`src/rtl/imem_program_loader_if.sv`:
```
// rtl/imem_program_loader_if.sv - byte stream input and instruction-memory write bus
interface imem_program_loader_if;
  logic        in_valid;
  logic [7:0]  in_data;
  logic        in_ready;
  logic        imem_we;
  logic [15:0] imem_addr;
  logic [15:0] imem_wdata;

  modport master (
    output in_valid, in_data,
    input  in_ready, imem_we, imem_addr, imem_wdata
  );

  modport slave (
    input  in_valid, in_data,
    output in_ready, imem_we, imem_addr, imem_wdata
  );
endinterface

```
`src/rtl/imem_program_loader.sv`:
```
// rtl/imem_program_loader.sv - framed byte-stream loader filling instruction memory, gating CPU reset
module imem_program_loader #(
  parameter int          DEPTH_W   = 8,
  parameter logic [15:0] BASE_ADDR = 16'h0,
  parameter int          TIMEOUT   = 1024,
  parameter logic [7:0]  HDR       = 8'hA5
) (
  input  logic                 clk,
  input  logic                 pc_reset,
  imem_program_loader_if.slave bus,
  output logic                 cpu_hold,
  output logic                 load_done,
  output logic                 load_error,
  output logic [15:0]          words_loaded
);
  localparam int          TW  = $clog2(TIMEOUT + 1);
  localparam logic [16:0] CAP = 17'(2 ** DEPTH_W);

  typedef enum logic [2:0] {
    IDLE, LEN_HI, LEN_LO, DATA_HI, DATA_LO, WRITE, CHECK
  } state_t;

  state_t        state, state_next;
  logic [15:0]   len, idx;
  logic [7:0]    hi, lo, chk;
  logic [TW-1:0] tmo;
  logic [15:0]   n_next;
  logic          accept, too_big, last_word, tmo_hit;

  assign accept         = bus.in_valid & bus.in_ready;
  assign bus.in_ready   = (state != WRITE);
  assign bus.imem_we    = (state == WRITE);
  assign bus.imem_addr  = BASE_ADDR + idx;
  assign bus.imem_wdata = {hi, lo};
  assign n_next         = {len[15:8], bus.in_data};
  assign too_big        = ({1'b0, n_next} > CAP);
  assign last_word      = ((idx + 16'd1) == len);
  // An accepted byte in the limit cycle suppresses the abort.
  assign tmo_hit        = (state != IDLE) && !accept && (tmo == TW'(TIMEOUT - 1));

  always_ff @(posedge clk or posedge pc_reset) begin
    if (pc_reset) state <= IDLE;
    else          state <= state_next;
  end

  always_comb begin
    state_next = state;
    case (state)
      IDLE:    if (accept && bus.in_data == HDR) state_next = LEN_HI;
      LEN_HI:  if (accept) state_next = LEN_LO;
      LEN_LO:  if (accept) begin
                 if (too_big)            state_next = IDLE;
                 else if (n_next == '0)  state_next = CHECK;
                 else                    state_next = DATA_HI;
               end
      DATA_HI: if (accept) state_next = DATA_LO;
      DATA_LO: if (accept) state_next = WRITE;
      WRITE:   state_next = last_word ? CHECK : DATA_HI;
      CHECK:   if (accept) state_next = IDLE;
      default: state_next = IDLE;
    endcase
    if (tmo_hit) state_next = IDLE;
  end

  always_ff @(posedge clk or posedge pc_reset) begin
    if (pc_reset) begin
      len          <= '0;
      idx          <= '0;
      hi           <= '0;
      lo           <= '0;
      chk          <= '0;
      tmo          <= '0;
      cpu_hold     <= 1'b1;
      load_done    <= 1'b0;
      load_error   <= 1'b0;
      words_loaded <= '0;
    end else begin
      load_done <= 1'b0;
      tmo       <= (state == IDLE || accept) ? '0 : tmo + 1'b1;
      case (state)
        IDLE: if (accept && bus.in_data == HDR) begin
          cpu_hold     <= 1'b1;
          load_error   <= 1'b0;
          words_loaded <= '0;
          chk          <= '0;
          idx          <= '0;
        end
        LEN_HI: if (accept) begin
          len[15:8] <= bus.in_data;
          chk       <= chk ^ bus.in_data;
        end
        LEN_LO: if (accept) begin
          len[7:0] <= bus.in_data;
          chk      <= chk ^ bus.in_data;
          if (too_big) load_error <= 1'b1;
        end
        DATA_HI: if (accept) begin
          hi  <= bus.in_data;
          chk <= chk ^ bus.in_data;
        end
        DATA_LO: if (accept) begin
          lo  <= bus.in_data;
          chk <= chk ^ bus.in_data;
        end
        WRITE: begin
          words_loaded <= words_loaded + 16'd1;
          // Hold idx on the last word so the address never runs past N-1.
          if (!last_word) idx <= idx + 16'd1;
        end
        CHECK: if (accept) begin
          if (bus.in_data == chk) begin
            load_done <= 1'b1;
            cpu_hold  <= 1'b0;
          end else begin
            load_error <= 1'b1;
          end
        end
        default: ;
      endcase
      if (tmo_hit) load_error <= 1'b1;
    end
  end
endmodule
```
`src/flat_wrapper.sv`:
```
// flat-port wrapper written by rule: the top's interface ports become plain ports
module imem_program_loader_flat 
#(
  parameter int          DEPTH_W   = 8,
  parameter logic [15:0] BASE_ADDR = 16'h0,
  parameter int          TIMEOUT   = 1024,
  parameter logic [7:0]  HDR       = 8'hA5
)
  (clk, pc_reset, cpu_hold, load_done, load_error, words_loaded, bus_in_valid, bus_in_data, bus_in_ready, bus_imem_we, bus_imem_addr, bus_imem_wdata);
  imem_program_loader_if bus_i ();
  input  logic clk;
  input  logic pc_reset;
  output logic cpu_hold;
  output logic load_done;
  output logic load_error;
  output logic [15:0] words_loaded;
  input wire logic [$bits(bus_i.in_valid)-1:0] bus_in_valid;
  input wire logic [$bits(bus_i.in_data)-1:0] bus_in_data;
  output wire logic [$bits(bus_i.in_ready)-1:0] bus_in_ready;
  output wire logic [$bits(bus_i.imem_we)-1:0] bus_imem_we;
  output wire logic [$bits(bus_i.imem_addr)-1:0] bus_imem_addr;
  output wire logic [$bits(bus_i.imem_wdata)-1:0] bus_imem_wdata;
  assign bus_i.in_valid = bus_in_valid;
  assign bus_i.in_data = bus_in_data;
  assign bus_in_ready = bus_i.in_ready;
  assign bus_imem_we = bus_i.imem_we;
  assign bus_imem_addr = bus_i.imem_addr;
  assign bus_imem_wdata = bus_i.imem_wdata;
  imem_program_loader #(.DEPTH_W(DEPTH_W), .BASE_ADDR(BASE_ADDR), .TIMEOUT(TIMEOUT), .HDR(HDR)) u_core (.clk(clk), .pc_reset(pc_reset), .bus(bus_i), .cpu_hold(cpu_hold), .load_done(load_done), .load_error(load_error), .words_loaded(words_loaded));
endmodule
```
`config.mk`:
```
export PLATFORM = sky130hd
export DESIGN_NAME = imem_program_loader_flat
export DESIGN_NICKNAME = d
export VERILOG_FILES = /design/src/rtl/imem_program_loader_if.sv /design/src/rtl/imem_program_loader.sv /design/src/flat_wrapper.sv
export SDC_FILE = /design/constraint.sdc
export NUM_CORES = 1
export LEC_CHECK = 0
export BUFFER_PORTS_ARGS = -buffer_cell sky130_fd_sc_hd__buf_2
export CAP_MARGIN = 40
export CORE_ASPECT_RATIO = 0.6
export CORE_UTILIZATION = 53
export DETAILED_ROUTE_END_ITERATION = 10
export GPL_TIMING_DRIVEN = 0
export PLACE_DENSITY = 0.73
export SLEW_MARGIN = 20
export SYNTH_ARGS = -nofsm -noshare
export SYNTH_HDL_FRONTEND = slang
export SYNTH_SLANG_ARGS = --single-unit
```
`constraint.sdc`:
```
create_clock -name clk -period 2.7 [get_ports clk]
set_input_delay 0.135 -clock clk [delete_from_list [all_inputs] [get_ports clk]]
set_output_delay 0.135 -clock clk [all_outputs]
set_load 0.05 [all_outputs]
```
==> results of run 1 <==
[cell usage after synthesis (all sizes together), types with 2 or more instances]
| cell | number |
|---|---|
| dfrtp | 88 |
| nand2 | 45 |
| nor2 | 41 |
| o21ai | 37 |
| nand3 | 35 |
| mux2 | 32 |
| xor2 | 21 |
| xnor2 | 19 |
| nand4 | 18 |
| buf | 17 |
| clkbuf | 17 |
| a21oi | 16 |
| o211ai | 11 |
| inv | 10 |
| and3 | 9 |
| o31ai | 7 |
| nor3 | 6 |
| nor4 | 6 |
| or4 | 6 |
| a31oi | 5 |
| and2 | 5 |
| mux2i | 5 |
| o41ai | 4 |
| or3 | 4 |
| a211oi | 3 |
| a31o | 3 |
| and4 | 3 |
| ha | 3 |
| nand2b | 3 |
| nor4b | 2 |
| o21bai | 2 |
| o311ai | 2 |
| o41a | 2 |
| or2 | 2 |
[final cells by class]
| class | count | area (sq um) |
|---|---|---|
| Multi-Input combinational cell | 372 | 2653 |
| Inverter | 10 | 40.04 |
| Clock buffer | 12 | 266.5 |
| Buffer | 32 | 217.7 |
| Tap cell | 112 | 140.1 |
| Timing Repair Buffer | 88 | 564.3 |
| Fill cell | 663 | 2631 |
| Clock inverter | 4 | 26.28 |
| Sequential cell | 89 | 2245 |
[where the power goes]
part | switching (mW) | internal (mW)
Sequential | 0.526 | 1.88
Clock | 0.537 | 0.698
Combinational | 2.82 | 1.53
[metal layers]
| metal | up-vias | global-route usage (%) | part of all wire, % |
|---|---|---|---|
| li1 | 2036 | - | - |
| met1 | 2180 | 40.54 | 46 |
| met2 | 198 | 41.16 | 44 |
| met3 | 25 | 8.165 | 8.8 |
| met4 | 0 | 6.429 | 1.2 |
| met5 | - | 0 | 0 |
[cell families after synthesis]
group | after synthesis | share of synthesized area, %
flip-flops | 89 | 45.00
XOR/XNOR | 40 | 7.074
AND/OR/NAND/NOR | 191 | 20.47
multiplexers | 37 | 8.287
adder cells (fa/ha/maj) | 3 | 0.7580
buffers and inverters | 44 | 5.205
AO/OA/AOI/OAI | 101 | 13.21
[worst paths after layout]
check	start	endpoint	cells after the start
max in group asynchronous	pc_reset	u_core.idx[3]$_DFFE_PP0P_	4
max	u_core.idx[11]$_DFFE_PP0P_	u_core.idx[9]$_DFFE_PP0P_	8
max reg2reg	u_core.idx[11]$_DFFE_PP0P_	u_core.idx[9]$_DFFE_PP0P_	8
min reg2reg	u_core.cpu_hold$_DFFE_PP1P_	u_core.cpu_hold$_DFFE_PP1P_	2
min	bus_in_data[4]	u_core.chk[4]$_DFFE_PP0P_	3
min in group asynchronous	pc_reset	u_core.words_loaded[7]$_DFFE_PP0P_	3
[sequential cells by signal, indices dropped and copies added (netlist names)]
signal and count:
u_core.hi 8, u_core.load_done 1, u_core.chk 8, u_core.state 3
u_core.len 16, u_core.lo 8, u_core.cpu_hold 1, u_core.idx 16
u_core.words_loaded 16, u_core.tmo 11, u_core.load_error 1
[worst min-delay path, delay by kind of cell]
kind / cells / cell delay, ns
AOI/OAI and AO/OA: 1 / 0.07
and+or+nand+nor: 1 / 0.09
buffers and inverters: 1 / 0.18
[placed cells by master, fill, tap and decap left out, types with 4 or more instances in the layout]
cell / n
or3_1: 4
buf_1: 5
dfrtp_1: 75
xnor2_1: 16
buf_4: 28
inv_1: 9
a21oi_1: 15
nor2_1: 39
nand2_1: 44
nor4_1: 5
nor3_1: 4
clkbuf_1: 13
a31oi_1: 5
nand3_1: 30
clkbuf_8: 4
nand4_1: 18
dfrtp_2: 13
o31ai_1: 7
xor2_1: 21
buf_6: 10
o21ai_0: 37
clkbuf_16: 10
and3_1: 6
mux2i_1: 5
o211ai_1: 11
mux2_2: 32
buf_2: 56
[through the flow]
step	setup WS (ns)	util (%)
2_1_floorplan	0.01969	-
3_3_place_gp	-1.064	61.77
3_5_place_dp	-0.2055	62.17
4_1_cts	0.008709	66.03
5_1_grt	-0.04558	70.04
6_report	0.03666	70.04
[what timing repair did]
action / in CTS / in global routing
setup buffers: 3 / 26
hold endpoints to repair: 39 / 0
cloned: 0 / 2
gates resized for setup: 6 / 22
pin swaps: 3 / 13
setup endpoints to repair: 27 / 32
hold buffers: 1 / 0
==> Implementation_results.wiki, run 1 <==
{| class="wikitable"
! Metric !! Value
|-
| Number of buffers and inverters on the critical path || 1
|-
| Area of the mapped netlist || 0.004952 sq mm
|-
| Delay contributed by the slowest stage of the critical path || 0.56 ns
|-
| Type of origin of the critical path || register
|-
| Min-delay worst type || in -> reg
|-
| Area of the core || 0.008783 sq mm
|-
| HPWL reported at the end of detailed placement || 8730 um
|-
| Series of cell instances along the critical path || xnor2_4, xor2_1, or4_4, a211oi_4, nor4b_4, buf_4, nor2_1, a311o_1
|-
| Mean routed wirelength per cell || 18.37 um
|-
| Post-route fraction of the period consumed by the critical path || 98.64%
|-
| Post-placement cell area || 0.005460 sq mm
|-
| Maximum ir drop on the vdd rail || 795.7 uV
|-
| Layout cell share with drive strength beyond 1 || 33.28%
|-
| Post-detailed-route count of antenna-violating nets || 0
|-
| Detailed-route DRC error count || 0
|-
| Largest net degree at the start of global routing || 50
|-
| Final Power || 7.987 mW
|-
| Layout Cell Area excl Fill || 0.006152 sq mm
|-
| Vias post-DR || 4,439
|-
| Element type at the critical path end || register
|-
| Syn Area/Cell || 9.806 sq um
|-
| Final hold violations || 0
|-
| Number of H-tree levels || 3
|-
| Dpl cells || 673
|-
| Clock tree from TritonCTS || yes
|-
| EDFF count, synth || 0
|-
| Cell at the root of the clock tree || clkbuf_16
|-
| IO Count || 64
|-
| Number of cells produced by synthesis || 505
|-
| Wire length after detailed routing || 13,210 um
|-
| Initial antenna violation count || 0
|-
| Fraction of registers with async set or reset after synthesis || 100.0%
|-
| Proportion of synthesized chip area in sequential cells || 45.00%
|-
| Number of nets in the synthesized netlist || 519
|-
| Clock input transition at the sequential cells of the worst setup and hold paths || 0.07 ns
|-
| Total die area || 0.009747 sq mm
|-
| Most used DFF post-synth || dfrtp_1
|-
| Area share of the largest cell type after synthesis || 44.47%
|-
| Max Fclk || 375.5 MHz
|-
| Number of setup violations in the final report || 0
|-
| Max-slew headroom || 46.74%
|-
| Number of synthesis warnings || 0
|-
| Via count of the first global-routing pass || 4,149
|-
| Die outline width || 126.8 um
|-
| Buffer depth of the longest clock path || 2
|-
| Power Density || 1298 mW/mm^2
|-
| Data required time at the worst endpoint || 2.94 ns
|-
| Setup TNS Final || 0 ns
|-
| Run status || complete, no violations
|-
| Worst Skew || 0.007249 ns
|-
| First-pass GRT wire length || 21,070 um
|-
| Post-route minimum period || 2.663 ns
|-
| Initial cell density of the core || 56.38%
|-
| Total of buffers placed on input and output ports || 54
|-
| Slowest cell on the critical path || or4_4
|-
| TritonCTS Buffers || 9
|-
| Count of state elements after synthesis || 89
|-
| Overall Global Routing Usage || 27.95%
|-
| Total Nets Final || 616
|-
| Vias per cell || 6.174
|-
| Number of maximum-capacitance violations || 0
|-
| Count of non-filler cells in the finished layout || 719
|-
| CTS Sinks || 89
|-
| Clock network latency to the later pin of the worst-skew pair || 0.35 ns
|-
| Worst Path Class, Setup || reg -> reg
|-
| Gpl congestion || 0.9269
|-
| CP arrival || 2.90 ns
|-
| Actual slew at the worst max-slew pin || 0.7960 ns
|-
| Detailed Routing Iterations Pass 1 || 5
|-
| Cells taking the most area after synthesis || dfrtp_1, mux2_2, o21ai_0, xor2_1, nand2_1
|-
| Antenna fix cells || 0
|-
| Worst R2R Setup Slack || 0.04 ns
|-
| Count of final max-slew check failures || 0
|-
| Static leakage || 2.658 nW
|-
| Overflow after GRT || 0
|-
| Count of routing violations after the opening detailed-route iteration || 399
|-
| Die height || 76.88 um
|-
| Worst hold margin || 0.1684 ns
|-
| Layout-stage area growth over the synthesis result || 24.23%
|-
| Max FO, Critical Path || 7
|-
| Leading area contributor after synthesis || dfrtp_1
|-
| Std cell rows || 26
|-
| Crit path max-delay family || simple AND/OR/NAND/NOR gates
|-
| Yosys cell types || 64
|}
Power figures use the tool's default switching activity.
==> run 2, diff against run 1 <==
--- a/config.mk
+++ b/config.mk
@@ -8,10 +8,11 @@
 export BUFFER_PORTS_ARGS = -buffer_cell sky130_fd_sc_hd__buf_2
 export CAP_MARGIN = 40
 export CORE_ASPECT_RATIO = 0.6
-export CORE_UTILIZATION = 53
+export CORE_UTILIZATION = 60
 export DETAILED_ROUTE_END_ITERATION = 10
 export GPL_TIMING_DRIVEN = 0
-export PLACE_DENSITY = 0.73
+export PLACE_DENSITY = 0.78
+export RECOVER_POWER = 100
 export SLEW_MARGIN = 20
 export SYNTH_ARGS = -nofsm -noshare
 export SYNTH_HDL_FRONTEND = slang
==> constraint.sdc (replaced) <==
create_clock -name clk -period 3.27 [get_ports clk]
set_input_delay 0.1635 -clock clk [delete_from_list [all_inputs] [get_ports clk]]
set_output_delay 0.1635 -clock clk [all_outputs]
set_load 0.05 [all_outputs]
==> run 2 against run 1 <==
Critical path depth increased by 1; critical path type unchanged; routed wire length down 9.7%; power fell by 24%; sequential power fell by 18%; largest cell class unchanged; clock power decreased by 15%; count of clock-buffer cells in the layout down 1; sequential cell count is the same; hold slack better by 0.058 ns; die area down 11%; clock skew rose by 0.0019 ns.
==> Implementation_results.wiki, run 2 (synthesized netlist as in run 1, its figures left out) <==
{| class="wikitable"
! Metric !! Value
|-
| Run status || complete, no violations
|-
| Initial antenna violation count || 0 (unchanged)
|-
| Data required time at the worst endpoint || 3.47 ns (+0.53 ns)
|-
| Wire length after detailed routing || 11,920 um (-9.7%)
|-
| Number of H-tree levels || 3 (unchanged)
|-
| Element type at the critical path end || register
|-
| First-pass GRT wire length || 19,980 um (-5.1%)
|-
| Detailed-route DRC error count || 0 (unchanged)
|-
| CTS Sinks || 89 (unchanged)
|-
| Count of final max-slew check failures || 0 (unchanged)
|-
| Clock network latency to the later pin of the worst-skew pair || 0.35 ns (about the same)
|-
| IO Count || 64 (unchanged)
|-
| Total Nets Final || 589 (-4.4%)
|-
| Actual slew at the worst max-slew pin || 1.397 ns (+0.6005 ns)
|-
| Overflow after GRT || 0 (unchanged)
|-
| Static leakage || 2.284 nW (-14%)
|-
| Overall Global Routing Usage || 29.95% (+2.0 points)
|-
| Std cell rows || 25 (-3.8%)
|-
| Detailed Routing Iterations Pass 1 || 6 (+1)
|-
| Worst setup slack after layout || 0.1662 ns (+0.1296 ns)
|-
| Top library cells by usage in the layout, fill and taps aside || dfrtp_1, clkbuf_1, nand2_1
|-
| Clock tree from TritonCTS || yes
|-
| Largest net degree at the start of global routing || 57 (+14%)
|-
| Max FO, Critical Path || 10 (+3)
|-
| Setup WS pre-CTS || 0.004854 ns (+0.2103 ns)
|-
| Worst Path Class, Setup || reg -> reg
|-
| Post-route minimum period || 3.104 ns (+0.4404 ns)
|-
| Layout-stage area growth over the synthesis result || 13.52%
|-
| Power Density || 1082 mW/mm^2 (-17%)
|-
| Type of origin of the critical path || register
|-
| Number of setup violations in the final report || 0 (unchanged)
|-
| Final hold violations || 0 (unchanged)
|-
| Commonest non-fill, non-tap cell in the layout || dfrtp_1
|-
| Via count of the first global-routing pass || 3,874 (-6.6%)
|-
| Layout cell share with drive strength beyond 1 || 14.66% (-19 points)
|-
| Number of maximum-capacitance violations || 0 (unchanged)
|-
| Finished Core Util || 70.76% (+0.71 points)
|-
| Total of buffers placed on input and output ports || 54 (unchanged)
|-
| HPWL reported at the end of detailed placement || 8322 um (-4.7%)
|-
| Maximum ir drop on the vdd rail || 671.6 uV (-16%)
|-
| Max-slew headroom || 6.386% (-40 points)
|-
| Total die area || 0.008633 sq mm (-11%)
|-
| Vias post-DR || 4,225 (-4.8%)
|-
| Die height || 72.37 um (-5.9%)
|-
| Die outline width || 119.3 um (-5.9%)
|-
| Buffer depth of the longest clock path || 2 (unchanged)
|-
| Largest registers in the final layout || u_core.idx: 16 flops, u_core.len: 16 flops, u_core.words_loaded: 16 flops
|-
| Antenna fix cells || 0 (unchanged)
|-
| CP arrival || 3.31 ns (+0.41 ns)
|-
| Cell at the root of the clock tree || clkbuf_16
|-
| Initial cell density of the core || 62.33% (+5.9 points)
|-
| Clock input transition at the sequential cells of the worst setup and hold paths || 0.06 ns (about the same)
|-
| Gpl congestion || 0.9530 (+2.8%)
|-
| Count of routing violations after the opening detailed-route iteration || 348 (-13%)
|-
| Worst Skew || 0.009103 ns (+0.001855 ns)
|-
| Post-detailed-route count of antenna-violating nets || 0 (unchanged)
|-
| Min-delay worst type || in -> reg
|-
| Post-route fraction of the period consumed by the critical path || 94.92% (-3.7 points)
|-
| Max Fclk || 322.2 MHz (-14%)
|-
| Vias per cell || 6.141 (-0.53%)
|-
| TritonCTS Buffers || 9 (unchanged)
|-
| Mean routed wirelength per cell || 17.33 um (-5.7%)
|-
| Area of the core || 0.007945 sq mm (-9.5%)
|}
## run 2: what timing repair did
action	CTS	global route
gates resized for setup	0	2
setup buffers	0	2
setup endpoints to repair	2	15
hold buffers	1	0
pin swaps	1	1
endpoints found under the hold margin	32	0
## run 2: area by class of cell
type	instances	area (sq um)
Clock buffer	11	232.7
Inverter	10	38.79
Timing Repair Buffer	59	239.0
Sequential cell	89	2228
Clock inverter	5	61.31
Buffer	34	212.7
Tap cell	108	135.1
Fill cell	645	2323
Multi-Input combinational cell	372	2474
## run 2: worst paths after layout
check                      cells after the start                                   to                                 from  slack, ns
max                                            9          u_core.state[0]$_DFFE_PP0P_            u_core.idx[0]$_DFFE_PP0P_       0.17
min in group asynchronous                      3              u_core.tmo[8]$_DFF_PP0_                             pc_reset       0.67
min reg2reg                                    1  u_core.words_loaded[15]$_DFFE_PP0P_  u_core.words_loaded[15]$_DFFE_PP0P_       0.49
max reg2reg                                    9          u_core.state[0]$_DFFE_PP0P_            u_core.idx[0]$_DFFE_PP0P_       0.17
max in group asynchronous                      4            u_core.idx[2]$_DFFE_PP0P_                             pc_reset       0.68
min                                            3            u_core.chk[1]$_DFFE_PP0P_                       bus_in_data[1]       0.23
## run 2: metal layers
| metal | global-route usage (%) | wire length (um) | share of wire, % |
|---|---|---|---|
| met3 | 6.604 | 791 | 6.6 |
| met1 | 43.78 | 5734 | 48 |
| met4 | 9.283 | 138 | 1.2 |
| met5 | 0 | 0 | 0 |
| met2 | 44.64 | 5259 | 44 |
## run 2: worst max-delay path, stage by stage, from the launching register on
cell and delay (ns):
dfrtp_1 0.47, ha_2 0.31, nand3_2 0.20, or4_4 0.59, xnor2_1 0.21, nand3_2 0.17, or4b_1 0.55, buf_6 0.16
nand2_1 0.18, a31oi_1 0.12
## run 2: through the flow
| step | TNS, ns | hold slack (ns) | power (mW) | instances | cell area, sq um |
|---|---|---|---|---|---|
| after global routing | -0.03227 | 0.2651 | 6.439 | 688 | 5622 |
| after CTS | 0 | 0.2218 | 6.146 | 686 | 5697 |
| after detailed placement | 0 | 0.2060 | 5.086 | 669 | 5393 |
| after global placement | -15.54 | 0.4636 | 4.972 | 667 | 5358 |
| after floorplan | 0 | 0.4553 | 4.360 | 505 | 4952 |
| final | 0 | 0.2269 | 6.084 | 688 | 5622 |
## run 2: report_power, final
part	total, mW	leakage (nW)	switching [mW]	internal (mW)
Clock	1.04	0.144	0.446	0.598
Sequential	1.97	1.11	0.430	1.54
Combinational	3.07	1.03	2.14	0.934
